--- config.mk ---
export PLATFORM = sky130hd
export DESIGN_NAME = gpr_wb
export DESIGN_NICKNAME = d
export VERILOG_FILES = /design/src/rtl/gpr_wb.sv
export SDC_FILE = /design/constraint.sdc
export NUM_CORES = 1
export LEC_CHECK = 0
export BUFFER_PORTS_ARGS = -buffer_cell sky130_fd_sc_hd__buf_2
export CAP_MARGIN = 40
export CORE_MARGIN = 3
export CORE_UTILIZATION = 50
export DETAILED_ROUTE_END_ITERATION = 16
export PLACE_DENSITY_LB_ADDON = 0.05
export SYNTH_ARGS = -nofsm -noshare
export SYNTH_HDL_FRONTEND = slang
export SYNTH_SLANG_ARGS = --single-unit
--- constraint.sdc ---
create_clock -name clk -period 2.1 [get_ports clk]
set_input_delay 0.315 -clock clk [delete_from_list [all_inputs] [get_ports clk]]
set_output_delay 0.315 -clock clk [all_outputs]
set_load 0.01 [all_outputs]
--- src/rtl/gpr_wb.sv ---
// GPR write-back stage: retires ALU results, waits for load data, extracts/extends lanes, drives the GPR write port.
// Optional macro GPR_WB_FWD_EN adds a combinational forwarding port carrying next cycle's write.
`ifndef GPR_BIT
`define GPR_BIT 32
`endif
`ifndef GPR_ADR
`define GPR_ADR 5
`endif

module gpr_wb #(
  parameter int unsigned LD_TIMEOUT = 255
) (
  input  logic                  clk,
  input  logic                  rst_n,
  input  logic                  in_valid,
  output logic                  in_ready,
  input  logic [`GPR_ADR-1:0]   in_addr_reg,
  input  logic                  in_we,
  input  logic                  in_is_load,
  input  logic [1:0]            in_ld_size,
  input  logic                  in_ld_sext,
  input  logic [1:0]            in_ld_off,
  input  logic [`GPR_BIT-1:0]   in_alu_res,
  input  logic                  mem_rvalid,
  input  logic [`GPR_BIT-1:0]   mem_rdata,
  output logic                  gpr_we,
  output logic [`GPR_ADR-1:0]   gpr_waddr,
  output logic [`GPR_BIT-1:0]   gpr_wdata,
  output logic                  busy,
  output logic [`GPR_ADR-1:0]   busy_addr,
  output logic                  ld_err
`ifdef GPR_WB_FWD_EN
  ,
  output logic                  fwd_valid,
  output logic [`GPR_ADR-1:0]   fwd_addr,
  output logic [`GPR_BIT-1:0]   fwd_data
`endif
);

  localparam int unsigned GprBit = `GPR_BIT;
  localparam int unsigned GprAdr = `GPR_ADR;
  localparam int unsigned TmrW   = $clog2(LD_TIMEOUT + 1);

  typedef enum logic {
    IDLE    = 1'b0,
    WAIT_LD = 1'b1
  } state_e;

  state_e              state_q, state_d;
  logic [GprAdr-1:0]   ld_addr_q, ld_addr_d;
  logic [1:0]          ld_size_q, ld_size_d;
  logic                ld_sext_q, ld_sext_d;
  logic [1:0]          ld_off_q, ld_off_d;
  logic [TmrW-1:0]     tmr_q, tmr_d;
  logic                ld_err_q, ld_err_d;
  logic                gpr_we_q, gpr_we_d;
  logic [GprAdr-1:0]   gpr_waddr_q, gpr_waddr_d;
  logic [GprBit-1:0]   gpr_wdata_q, gpr_wdata_d;

  logic                wr_en;
  logic                wr_fire;
  logic [GprAdr-1:0]   wr_addr;
  logic [GprBit-1:0]   wr_data;
  logic [GprBit-1:0]   ld_data;
  logic [7:0]          byte_lane;
  logic [15:0]         half_lane;

  // Lane extraction and extension of the returning load word
  always_comb begin
    byte_lane = 8'(mem_rdata >> {ld_off_q, 3'b000});
    half_lane = 16'(mem_rdata >> {ld_off_q[1], 4'b0000});
    ld_data   = mem_rdata;
    case (ld_size_q)
      2'b00:   ld_data = ld_sext_q ? {{(GprBit-8){byte_lane[7]}}, byte_lane}
                                   : GprBit'(byte_lane);
      2'b01:   ld_data = ld_sext_q ? {{(GprBit-16){half_lane[15]}}, half_lane}
                                   : GprBit'(half_lane);
      default: ld_data = mem_rdata;
    endcase
  end

  always_comb begin
    state_d   = state_q;
    ld_addr_d = ld_addr_q;
    ld_size_d = ld_size_q;
    ld_sext_d = ld_sext_q;
    ld_off_d  = ld_off_q;
    tmr_d     = tmr_q;
    ld_err_d  = ld_err_q;
    wr_en     = 1'b0;
    wr_addr   = in_addr_reg;
    wr_data   = in_alu_res;
    case (state_q)
      IDLE: begin
        if (in_valid && in_we) begin
          if (in_is_load) begin
            ld_addr_d = in_addr_reg;
            ld_size_d = in_ld_size;
            ld_sext_d = in_ld_sext;
            ld_off_d  = in_ld_off;
            tmr_d     = '0;
            state_d   = WAIT_LD;
          end else begin
            wr_en = 1'b1;
          end
        end
      end
      WAIT_LD: begin
        wr_addr = ld_addr_q;
        wr_data = ld_data;
        // Data arriving on the last permitted cycle beats the timeout
        if (mem_rvalid) begin
          wr_en   = 1'b1;
          state_d = IDLE;
        end else if (tmr_q == TmrW'(LD_TIMEOUT - 1)) begin
          ld_err_d = 1'b1;
          state_d  = IDLE;
        end else begin
          tmr_d = TmrW'(tmr_q + 1'b1);
        end
      end
      default: state_d = IDLE;
    endcase

    wr_fire     = wr_en && (wr_addr != '0);
    gpr_we_d    = wr_fire;
    gpr_waddr_d = wr_fire ? wr_addr : gpr_waddr_q;
    gpr_wdata_d = wr_fire ? wr_data : gpr_wdata_q;
  end

  always_ff @(posedge clk or negedge rst_n) begin
    if (!rst_n) begin
      state_q     <= IDLE;
      ld_addr_q   <= '0;
      ld_size_q   <= '0;
      ld_sext_q   <= 1'b0;
      ld_off_q    <= '0;
      tmr_q       <= '0;
      ld_err_q    <= 1'b0;
      gpr_we_q    <= 1'b0;
      gpr_waddr_q <= '0;
      gpr_wdata_q <= '0;
    end else begin
      state_q     <= state_d;
      ld_addr_q   <= ld_addr_d;
      ld_size_q   <= ld_size_d;
      ld_sext_q   <= ld_sext_d;
      ld_off_q    <= ld_off_d;
      tmr_q       <= tmr_d;
      ld_err_q    <= ld_err_d;
      gpr_we_q    <= gpr_we_d;
      gpr_waddr_q <= gpr_waddr_d;
      gpr_wdata_q <= gpr_wdata_d;
    end
  end

  assign in_ready  = (state_q == IDLE);
  assign busy      = (state_q == WAIT_LD);
  assign busy_addr = busy ? ld_addr_q : '0;
  assign ld_err    = ld_err_q;
  assign gpr_we    = gpr_we_q;
  assign gpr_waddr = gpr_waddr_q;
  assign gpr_wdata = gpr_wdata_q;

`ifdef GPR_WB_FWD_EN
  assign fwd_valid = wr_fire;
  assign fwd_addr  = wr_addr;
  assign fwd_data  = wr_data;
`endif

endmodule

; Yosys cells after proc, flatten, opt, wreduce, memory -nomap -nowiden
; Index checks and enable logic that the tools add are counted.
[totals]
latchBits = 0
reg_bits = 58
output_inout_bits = 46
romBits = 0
inputBits = 80
ram_bits = 0
elab_cells = 48
mem_count = 0
[op_classes]
div = 0
n_bitwise = 2
order_cmp = 0
n_mul = 0
eq_ne = 6
n_reduce_logical = 7
shift = 2
n_addsub = 1
muxes = 20
[op_table]
columns = op, n
row1 = 32-bit two-way mux, 3
row2 = 32-bit one-hot mux with 2 select lines, 1
row3 = 8-bit two-way mux, 4
row4 = 32-bit by 5-bit >> shifter with 16-bit output, 1
row5 = 32-bit by 5-bit >> shifter with 8-bit output, 1
row6 = 8-bit one-hot mux with 2 select lines, 1
row7 = 5-bit two-way mux, 2
row8 = 8-bit by 1-bit adder with 8-bit output (second input constant), 1
row9 = 8-bit equality test (second input constant), 1
row10 = 1-bit two-way mux, 7
row11 = 3-bit AND reduction, 2
row12 = 5-bit nonzero test, 1
row13 = 2-bit by 1-bit != test with 1-bit output (second input constant), 2
row14 = 2-bit != test (second input constant), 2
row15 = 1-bit one-hot mux with 2 select lines, 2
row16 = 4-bit AND reduction, 1
row17 = 2-bit by 1-bit equality test with 1-bit output (second input constant), 1
row18 = 1-bit logical AND, 2
row19 = 2-bit zero test, 1
row20 = 1-bit inverter, 2

; Depth between registers and ports, before layout
; Gate-level depths: netlist of the first run.
[logic_depth]
word_depth = 4
ltp_mapped = 7
depth_no_buf = 6

; Worst setup path before layout of the first run
; Ideal clock, no wire load.
[synth_path]
path_kind = register -> register
from = register ld_addr_q[2]
to = register gpr_wdata_q[9] (netlist: gpr_wdata[9])
required_ps = 1975
synth_period_minus_slack_ps = 1896
arrival_ps = 1771
stages_incl_launch_ff = 7
setup_ps = 125
n_path_buf = 2
path_slack_ps = 204
cell_sequence = dfrtp_1 or4_1 o211ai_1 o31a_2 buf_6 buf_8 mux2_4
[synth_via]
elab_chain_cells = 3
[synth_rtl]
columns = item, line
row1 = "start, declared", 50  ; logic [GprAdr-1:0] ld_addr_q, ld_addr_d;
row2 = "start signal, assigned", 145  ; ld_addr_q <= ld_addr_d;
row3 = 5-bit two-way mux, 93  ; case (state_q)
row4 = 5-bit nonzero test, 125  ; wr_fire = wr_en && (wr_addr != '0);
row5 = 1-bit logical AND, 125
row6 = "end signal, assigned", 153  ; gpr_wdata_q <= gpr_wdata_d;
row7 = "end, declared", 58  ; logic [GprBit-1:0] gpr_wdata_q, gpr_wdata_d;
; No other way between the ends.
; A chain may end at the register's enable or synchronous reset.

; Worst setup path after layout of the first run
[layout_path]
from = register ld_addr_q[0]
to = register gpr_wdata_q[15] (netlist: gpr_wdata[15])
; The elaborated chain is that of the path after synthesis.

==> results of run 1 <==
[registers in the layout, indices dropped and copies added, names as in the netlist]
| name | cells |
|---|---|
| ld_addr_q | 5 |
| ld_err | 1 |
| ld_sext_q | 1 |
| gpr_wdata | 32 |
| gpr_we | 1 |
| ld_off_q | 2 |
| busy | 1 |
| gpr_waddr | 5 |
| ld_size_q | 2 |
| tmr_q | 8 |
[worst reg2reg max path, stage by stage, from the launching register on]
cell,delay [ns]
dfrtp_1,0.39
or4_4,0.52
o211ai_1,0.17
o31a_2,0.20
buf_12,0.14
clkbuf_16,0.16
mux2_2,0.33
[area by class of cell]
class                      instances  area share (%)
clock inverter                     3           1.450
multi-input combinational        210           38.64
sequential                        58           32.34
timing repair buffer             150           21.02
inverter                          15           1.255
clock buffer                      11           3.150
tap                               77           2.147
[kinds of logic after synthesis]
family	count (synthesis)	share of synthesized area, %
xor+xnor	4	1.042
flops	58	43.15
compound gates	81	17.11
buf+inv	38	5.618
fa+ha+maj	2	0.7439
simple gates	66	9.301
mux	57	23.03
[per-layer routing]
layer	wire length, um	up-vias	global-route usage (%)
met5	0	-	0
met4	210	0	8.104
met3	895	16	7.244
met2	4549	155	39.59
met1	4210	1480	34.15
li1	-	1408	-
[synthesized netlist by cell type, drive strengths merged]
cell	n
dfrtp	58
mux2	40
nand2	33
a22oi	22
o21ai	18
clkbuf	15
inv	14
mux2i	9
nor2	9
a21oi	8
a222oi	8
buf	8
mux4	8
o22ai	7
and2	6
a21o	5
nand3	4
o211ai	4
nor2b	3
ha	2
nand2b	2
o31ai	2
or4	2
xnor2	2
xor2	2
a2111oi	1
a211oi	1
a31oi	1
and3	1
clkinv	1
nand3b	1
nand4	1
nand4b	1
nor3b	1
nor4b	1
o221ai	1
o311ai	1
o31a	1
o41ai	1
or2	1
[placed cells by master (no fill, tap or decap), types with 9 or more instances in the layout]
cell type  Yosys  layout
nor2_1         9       9
a22oi_1       22      22
clkbuf_8       0      10
o21ai_0       17      17
mux2_4        11      13
nand2_1       33      33
mux2_2        28      26
dfrtp_1       58      58
buf_2          4     125
buf_4          1      15
inv_1         14      14
[power breakdown]
group / total, W / switching [W] / internal, W
Clock: 0.00113 / 0.000443 / 0.000686
Combinational: 0.00157 / 0.000732 / 0.000835
Sequential: 0.00166 / 0.000216 / 0.00144
Total: 0.00435 / 0.00139 / 0.00296
[stage by stage]
stage / area, um2 / total power (W) / setup WS [ns] / utilization, %
after CTS: 4332 / 0.004297 / 0.08081 / 67.45
after floorplan: 3363 / 0.002534 / 0.2038 / -
after detailed placement: 4115 / 0.003163 / 0.09496 / 64.08
after global placement: 4115 / 0.003134 / 0.1275 / 64.08
after global routing: 4488 / 0.004598 / -0.001032 / 69.88
final: 4488 / 0.004352 / 0.08792 / 69.88
[worst min-delay path by stage]
stage | depth (start not counted) | startpoint | slack, ns | end
final | 3 | in_ld_off[0] | 0.17 | ld_off_q[0]
after detailed placement | 1 | rst_n | 0.30 | tmr_q[4]
after global routing | 3 | in_ld_off[1] | 0.16 | ld_off_q[1]
after global placement | 1 | rst_n | 0.30 | tmr_q[6]
after CTS | 3 | in_ld_off[0] | 0.16 | ld_off_q[0]
after floorplan | 0 | rst_n | 0.02 | busy
[repair_timing]
item,CTS,global route
gates resized for setup,0,3
hold buffers,1,0
setup buffers,0,6
endpoints found under the setup margin,0,25
endpoints found under the hold margin,20,0
==> results.cfg, run 1 <==
[timing]
tightest_slew_ns = 0.5229
finalHoldViolCount = 0
max_freq_mhz = 497.0
max_slew_margin_pct = 64.77
worst_hold_slack_ns = 0.1651
report.final.setup_viol = 0
fin_crit_ns = 2.012
fin_worst_skew_ns = 0.01037
final_max_slew_viol_count = 0
tns_ns = 0
min_period_over_period_pct = 95.81

[clock_network]
cts_buffers = 9
cts_tree = done
cts-root-buf = clkbuf_8
clock_latency_ns = 0.34
cts-htree-levels = 3
cts.sinks = 58
clockBufferDepth = 2
cts.clk_slew.worst_paths_ns = 0.07

[synth]
avgSynthCellArea_um2 = 10.99
synth_area_um2 = 3363
synth_nets = 388
yosys_register_bits = 58
ys_warn_count = 0
synth_cell_type_count = 49
ys_seq_area_share_pct = 43.15
netlist.area_leader.share_pct = 43.15
yosysTopAreaCell = dfrtp_1
postSynthCellCount = 306
synth_area_leaders = dfrtp_1 43%, mux2_2 9.4%, mux4_2 5.4%

[place]
dpl.hpwl_um = 7085
placed_cells = 500
numPortBuffers = 125
gp_congestion = 0.9197

[grt]
track_usage_pct = 25.31
grt_max_degree = 35
antenna_found_initial = 0
grt_pass1_vias = 2923
grt_pass1_wl_um = 14950
grt_overflow = 0

[final_layout]
final-instance-count-excl-fill = 524
insertedDiodeCount = 0
drive_gt1_share_pct = 47.87
seqCellArea_um2 = 1451
fill_cells = 502
multi_input_area_um2 = 1734
area_delta_synth_final_pct = 33.44
fin_nets = 526

[critical_path]
cp_data_arrival_time_ns = 2.24
cp.depth = 6
critPathCapture = gpr_wdata[15]
start_kind = flip-flop
reg2reg_setup_slack_ns = 0.09
cp-end-kind = flip-flop
worstPathMaxFanout = 7
critPathKind = reg -> reg
crit_required_ns = 2.33
cp_slowest_cell = or4_4
reg2reg_to = gpr_wdata[15]
path_buf_inv = 2
worst_path_largest_cell_delay_ns = 0.52
crit_family = simple AND/OR/NAND/NOR gates
crit_start = ld_addr_q[0]
cp_cell_sequence = or4_4 > o211ai_1 > o31a_2 > buf_12 > clkbuf_16 > mux2_2
reg2reg_from = ld_addr_q[0]
reg2reg_depth = 6

[power_and_ir_drop]
power_density_nw_per_um2 = 969.7
leakagePower_nw = 2.296
ir_worst_vdd_uv = 553.7

[detailed_routing]
ant_nets = 0
drt-initial-drc-count = 235
routed_wl_um = 9866
viasPerCell = 5.838
vias = 3059
drtPass1Iterations = 7
wl_per_cell_um = 18.83
drc_errors = 0

[status]
status = finished, final reports clean

[flow_run]
maxCapViolCount = 0

[worst_hold_path]
hp-class = in -> reg

[floorplan]
row_count = 29
die_height_um = 88.02
core_area_um2 = 6422
pin_count = 126
dieArea_um2 = 7747
die_w_um = 88.02
start_util_pct = 52.37
Power figures use the tool's default switching activity.
==> inputs of run 2 (changes only) <==
==> constraint.sdc (replaced) <==
create_clock -name clk -period 2.1 [get_ports clk]
set_input_delay 0.42 -clock clk [delete_from_list [all_inputs] [get_ports clk]]
set_output_delay 0.42 -clock clk [all_outputs]
set_load 0.01 [all_outputs]
==> run 2 against run 1 <==
Critical path type unchanged; setup slack worse by 0.0052 ns; register-to-register slack about the same; die area unchanged; first-iteration DRC count down 4.3%; routed wire length down 4.4%; largest power group unchanged.
==> results.cfg, run 2 (synthesis results as in run 1) <==
[floorplan]
die_height_um = 88.02
start_util_pct = 52.37
row_count = 29
pin_count = 126
dieArea_um2 = 7747
core_area_um2 = 6422
die_w_um = 88.02

[clock_network]
cts.sinks = 58
clockBufferDepth = 2
cts.clk_slew.worst_paths_ns = 0.07
cts_buffers = 9
holdBufCountCts = 0
cts-root-buf = clkbuf_8
cts-htree-levels = 3
cts_tree = done
ctsResizeCount = 0
clock_latency_ns = 0.34
post_cts_buffers = 0

[grt]
grt_pass1_wl_um = 14500
grt_overflow = 0
grt_pass1_vias = 2861
grt_max_degree = 59
track_usage_pct = 24.72
antenna_found_initial = 0

[detailed_routing]
drt-initial-drc-count = 225
wl_per_cell_um = 18.13
ant_nets = 0
m1WireLength_um = 3957
drtPass1Iterations = 8
wl_met2_um = 4405
drc_errors = 0
routed_wl_um = 9430
wl_met3_um = 819
highest_layer = met4
vias = 3067
viasPerCell = 5.898

[critical_path]
worstPathMaxFanout = 19
critPathKind = reg -> reg
cp-end-kind = flip-flop
cp_data_arrival_time_ns = 2.24
start_kind = flip-flop
crit_required_ns = 2.32

[timing]
worst_hold_slack_ns = 0.07311
tightest_slew_ns = 0.5031
fin_worst_skew_ns = 0.007427
final_max_slew_viol_count = 0
fin_crit_ns = 2.017
finalHoldViolCount = 0
rsz0062_at_grt = yes
max_freq_mhz = 495.7
min_period_over_period_pct = 96.06
report.final.setup_viol = 0
max_slew_margin_pct = 66.10

[power_and_ir_drop]
comb_power_share_pct = 37.1
ir_worst_vdd_uv = 564.1
seqPwrFrac_pct = 40.6
p_switching_w = 0.001375
sw_frac_of_total_pct = 33.89
p_int_w = 0.002682
power_density_nw_per_um2 = 938.1
pwr-share-clk_pct = 22.2
leakagePower_nw = 2.200

[final_layout]
final-instance-count-excl-fill = 520
fin_nets = 520
seqCellArea_um2 = 1451
fill_cells = 502
layout.cells.most_common = buf_2
multi_input_area_um2 = 1723
mostFrequentLayoutCells = 125 x buf_2, 58 x dfrtp_1, 33 x nand2_1
largest_reg_flops = 32
drive_gt1_share_pct = 47.40
insertedDiodeCount = 0
area_delta_synth_final_pct = 28.57

[place]
numPortBuffers = 125
dpl.hpwl_um = 7032
placed_cells = 502
gp_congestion = 0.9152

[status]
status = finished, final reports clean

[worst_hold_path]
hp-class = in -> async

[flow_run]
maxCapViolCount = 0
==> run 2: cell count changes in the layout (fill, tap and decap cells not counted) <==
cell | previous run | this run
clkbuf_16 | 3 | 0
buf_12 | 6 | 4
bufinv_16 | 2 | 0
clkinv_2 | 1 | 3
clkinvlp_4 | 0 | 2
mux2_2 | 26 | 28
mux2_4 | 13 | 11
buf_4 | 15 | 14
buf_8 | 0 | 1
dlygate4sd3_1 | 1 | 0
or4_1 | 1 | 2
or4_4 | 1 | 0
==> run 2: path summary, 6_finish.rpt <==
check | cells after the start | from | slack, ns | end
worst min-delay path | 2 | rst_n | 0.07 | tmr_q[5]
worst min register to register | 1 | ld_err | 0.46 | ld_err
max in group asynchronous | 2 | rst_n | 1.76 | gpr_wdata[16]
min in group clk | 3 | in_ld_off[0] | 0.27 | ld_off_q[0]
worst max-delay path | 5 | ld_addr_q[2] | 0.08 | gpr_wdata[26]
worst max register to register | 5 | ld_addr_q[2] | 0.08 | gpr_wdata[26]
==> run 2: layout make-up <==
type / instances / area share, %
Clock inverter: 5 / 0.6944
Timing Repair Buffer: 144 / 19.10
Tap cell: 77 / 2.228
Clock buffer: 11 / 3.270
Multi-Input combinational cell: 210 / 39.84
Inverter: 15 / 1.302
Sequential cell: 58 / 33.56
==> run 2: worst max-delay path, cell delays in order, from the launching register on <==
cell and delay (ns):
dfrtp_1 0.39, or4_1 0.51, o211ai_1 0.20, o31a_2 0.26, buf_12 0.19, mux2_2 0.34
==> run 2: power groups by stage <==
| stage | clock [W] | combinational [W] | sequential (W) |
|---|---|---|---|
| after floorplan | 0 | 0.000778 | 0.00176 |
| after global placement | 0 | 0.00148 | 0.00166 |
| after detailed placement | 0 | 0.00151 | 0.00166 |
| after CTS | 0.000920 | 0.00151 | 0.00165 |
| after global routing | 0.000974 | 0.00164 | 0.00169 |
| final | 0.000902 | 0.00151 | 0.00165 |
==> run 2: metal layers <==
layer	vias up	global-route usage (%)
met5	-	0
met4	0	11.68
met3	21	5.456
met2	154	37.40
met1	1493	33.87
li1	1399	-
==> run 2: metrics by stage <==
stage / setup WS (ns) / cell area [um2] / utilization [%] / TNS [ns] / total power (W)
after detailed placement: 0.05738 / 4138 / 64.43 / 0 / 0.003174
after global routing: -0.004210 / 4324 / 67.33 / -0.01440 / 0.004300
after floorplan: 0.2038 / 3363 / - / 0 / 0.002534
after global placement: 0.05649 / 4123 / 64.19 / 0 / 0.003138
final: 0.08271 / 4324 / 67.33 / 0 / 0.004056
after CTS: 0.07561 / 4309 / 67.10 / 0 / 0.004083
==> inputs of run 3 (changes only) <==
--- a/config.mk
+++ b/config.mk
@@ -11,6 +11,7 @@
 export CORE_UTILIZATION = 50
 export DETAILED_ROUTE_END_ITERATION = 16
 export PLACE_DENSITY_LB_ADDON = 0.05
+export SETUP_SLACK_MARGIN = 0.2
 export SYNTH_ARGS = -nofsm -noshare
 export SYNTH_HDL_FRONTEND = slang
 export SYNTH_SLANG_ARGS = --single-unit
==> run 3 against run 2 <==
Routed wire length rose by 0.22%; cell count is 0.77% higher; die area unchanged; clock skew about the same; fmax rose by 0.44%; cell area up 0.81%.
==> results.cfg, run 3 (synthesis results as in run 1) <==
[floorplan]
pin_count = 126
die_w_um = 88.02
row_count = 29
start_util_pct = 52.37
dieArea_um2 = 7747
die_height_um = 88.02
core_area_um2 = 6422

[place]
dpl.hpwl_um = 7032
gp_congestion = 0.9152
dp_slack_ns = 0.05738
numPortBuffers = 125

[critical_path]
reg2reg_depth = 5
reg2reg_from = ld_addr_q[1]
reg2reg_setup_slack_ns = 0.09
reg2reg_to = gpr_wdata[24]
cp-end-kind = flip-flop
worstPathMaxFanout = 19
critPathKind = reg -> reg
cp_data_arrival_time_ns = 2.23
start_kind = flip-flop
crit_required_ns = 2.32

[timing]
report.final.setup_viol = 0
tns_ns = 0
rsz0062_at_grt = yes
max_freq_mhz = 497.9
worst_slack_ns = 0.09152
finalHoldViolCount = 0
worst_hold_slack_ns = 0.07322
final_max_slew_viol_count = 0
min_period_over_period_pct = 95.64
fin_worst_skew_ns = 0.007575
fin_crit_ns = 2.008
tightest_slew_ns = 0.5162
max_slew_margin_pct = 65.22

[clock_network]
cts.clk_slew.worst_paths_ns = 0.07
cts_tree = done
holdBufCountCts = 0
cts-htree-levels = 3
cts-root-buf = clkbuf_8
cts.sinks = 58
clockBufferDepth = 2
cts_buffers = 9
clock_latency_ns = 0.34

[grt]
grt_pass1_wl_um = 14520
grt_pass1_vias = 2872
grt_max_degree = 59
track_usage_pct = 24.76
antenna_found_initial = 0
grt_overflow = 0

[detailed_routing]
viasPerCell = 5.859
wl_met3_um = 820
m1WireLength_um = 3938
highest_layer = met4
ant_nets = 0
vias = 3070
wl_per_cell_um = 18.04
routed_wl_um = 9451
drt-initial-drc-count = 253
drc_errors = 0
drtPass1Iterations = 5
wl_met2_um = 4481

[final_layout]
insertedDiodeCount = 0
largest_reg_flops = 32
area_delta_synth_final_pct = 29.61
fin_nets = 524
mostFrequentLayoutCells = 125 x buf_2, 57 x dfrtp_1, 33 x nand2_1
finalCoreUtilization_pct = 67.87
drive_gt1_share_pct = 48.10
layout.cells.most_common = buf_2

[worst_hold_path]
hp-class = in -> async

[flow_run]
maxCapViolCount = 0

[power_and_ir_drop]
power_density_nw_per_um2 = 933.7
leakagePower_nw = 2.218
ir_worst_vdd_uv = 540.9

[status]
status = finished, final reports clean
## run 3: where the power goes
group / total [W] / switching [W] / internal, W
Sequential: 0.00165 / 0.000207 / 0.00144
Combinational: 0.00152 / 0.000722 / 0.000801
Clock: 0.000898 / 0.000445 / 0.000453
Total: 0.00407 / 0.00137 / 0.00270
## run 3: final cells by class
type | count | area, um2
well taps | 77 | 96.34
multi-input cells | 210 | 1723
fillers | 499 | 2063
repair buffers | 148 | 859.6
clock inverters | 5 | 30.03
inverters | 15 | 56.30
flip-flops and latches | 58 | 1453
clock buffers | 11 | 141.4
## run 3: how the worst max path moves through the flow
stage,end,cells past startpoint,slack [ns],from
after detailed placement,gpr_wdata[26],6,0.06,in_addr_reg[3]
after global routing,gpr_wdata[27],5,0.01,ld_addr_q[1]
after global placement,gpr_wdata[23],6,0.06,in_addr_reg[3]
final,gpr_wdata[24],5,0.09,ld_addr_q[1]
after floorplan,gpr_wdata[9],6,0.20,ld_addr_q[2]
after CTS,gpr_wdata[21],5,0.09,ld_addr_q[2]
## run 3: critical path, stage by stage, from the launching register on
cell	delay [ns]
dfrtp_1	0.40
or4_1	0.50
o211ai_1	0.20
o31a_2	0.26
buf_12	0.19
mux2_2	0.34
## run 3: layer usage
| metal | track usage (%) | vias up |
|---|---|---|
| li1 | - | 1410 |
| met2 | 37.74 | 145 |
| met5 | 0 | - |
| met3 | 5.550 | 17 |
| met1 | 33.63 | 1498 |
| met4 | 11.68 | 0 |
## run 3: timing repair
| action | CTS | global route |
|---|---|---|
| setup buffers | 3 | 3 |
| endpoints found under the setup margin | 32 | 38 |
| resized for setup | 1 | 1 |
## run 3: metrics by stage
stage          instance area [um2]  total power [W]  std cells
4_1_cts                       4335         0.004093        521
3_5_place_dp                  4138         0.003174        502
5_1_grt                       4359         0.004320        524
6_report                      4359         0.004070        524
3_3_place_gp                  4123         0.003138        501
2_1_floorplan                 3363         0.002534        306
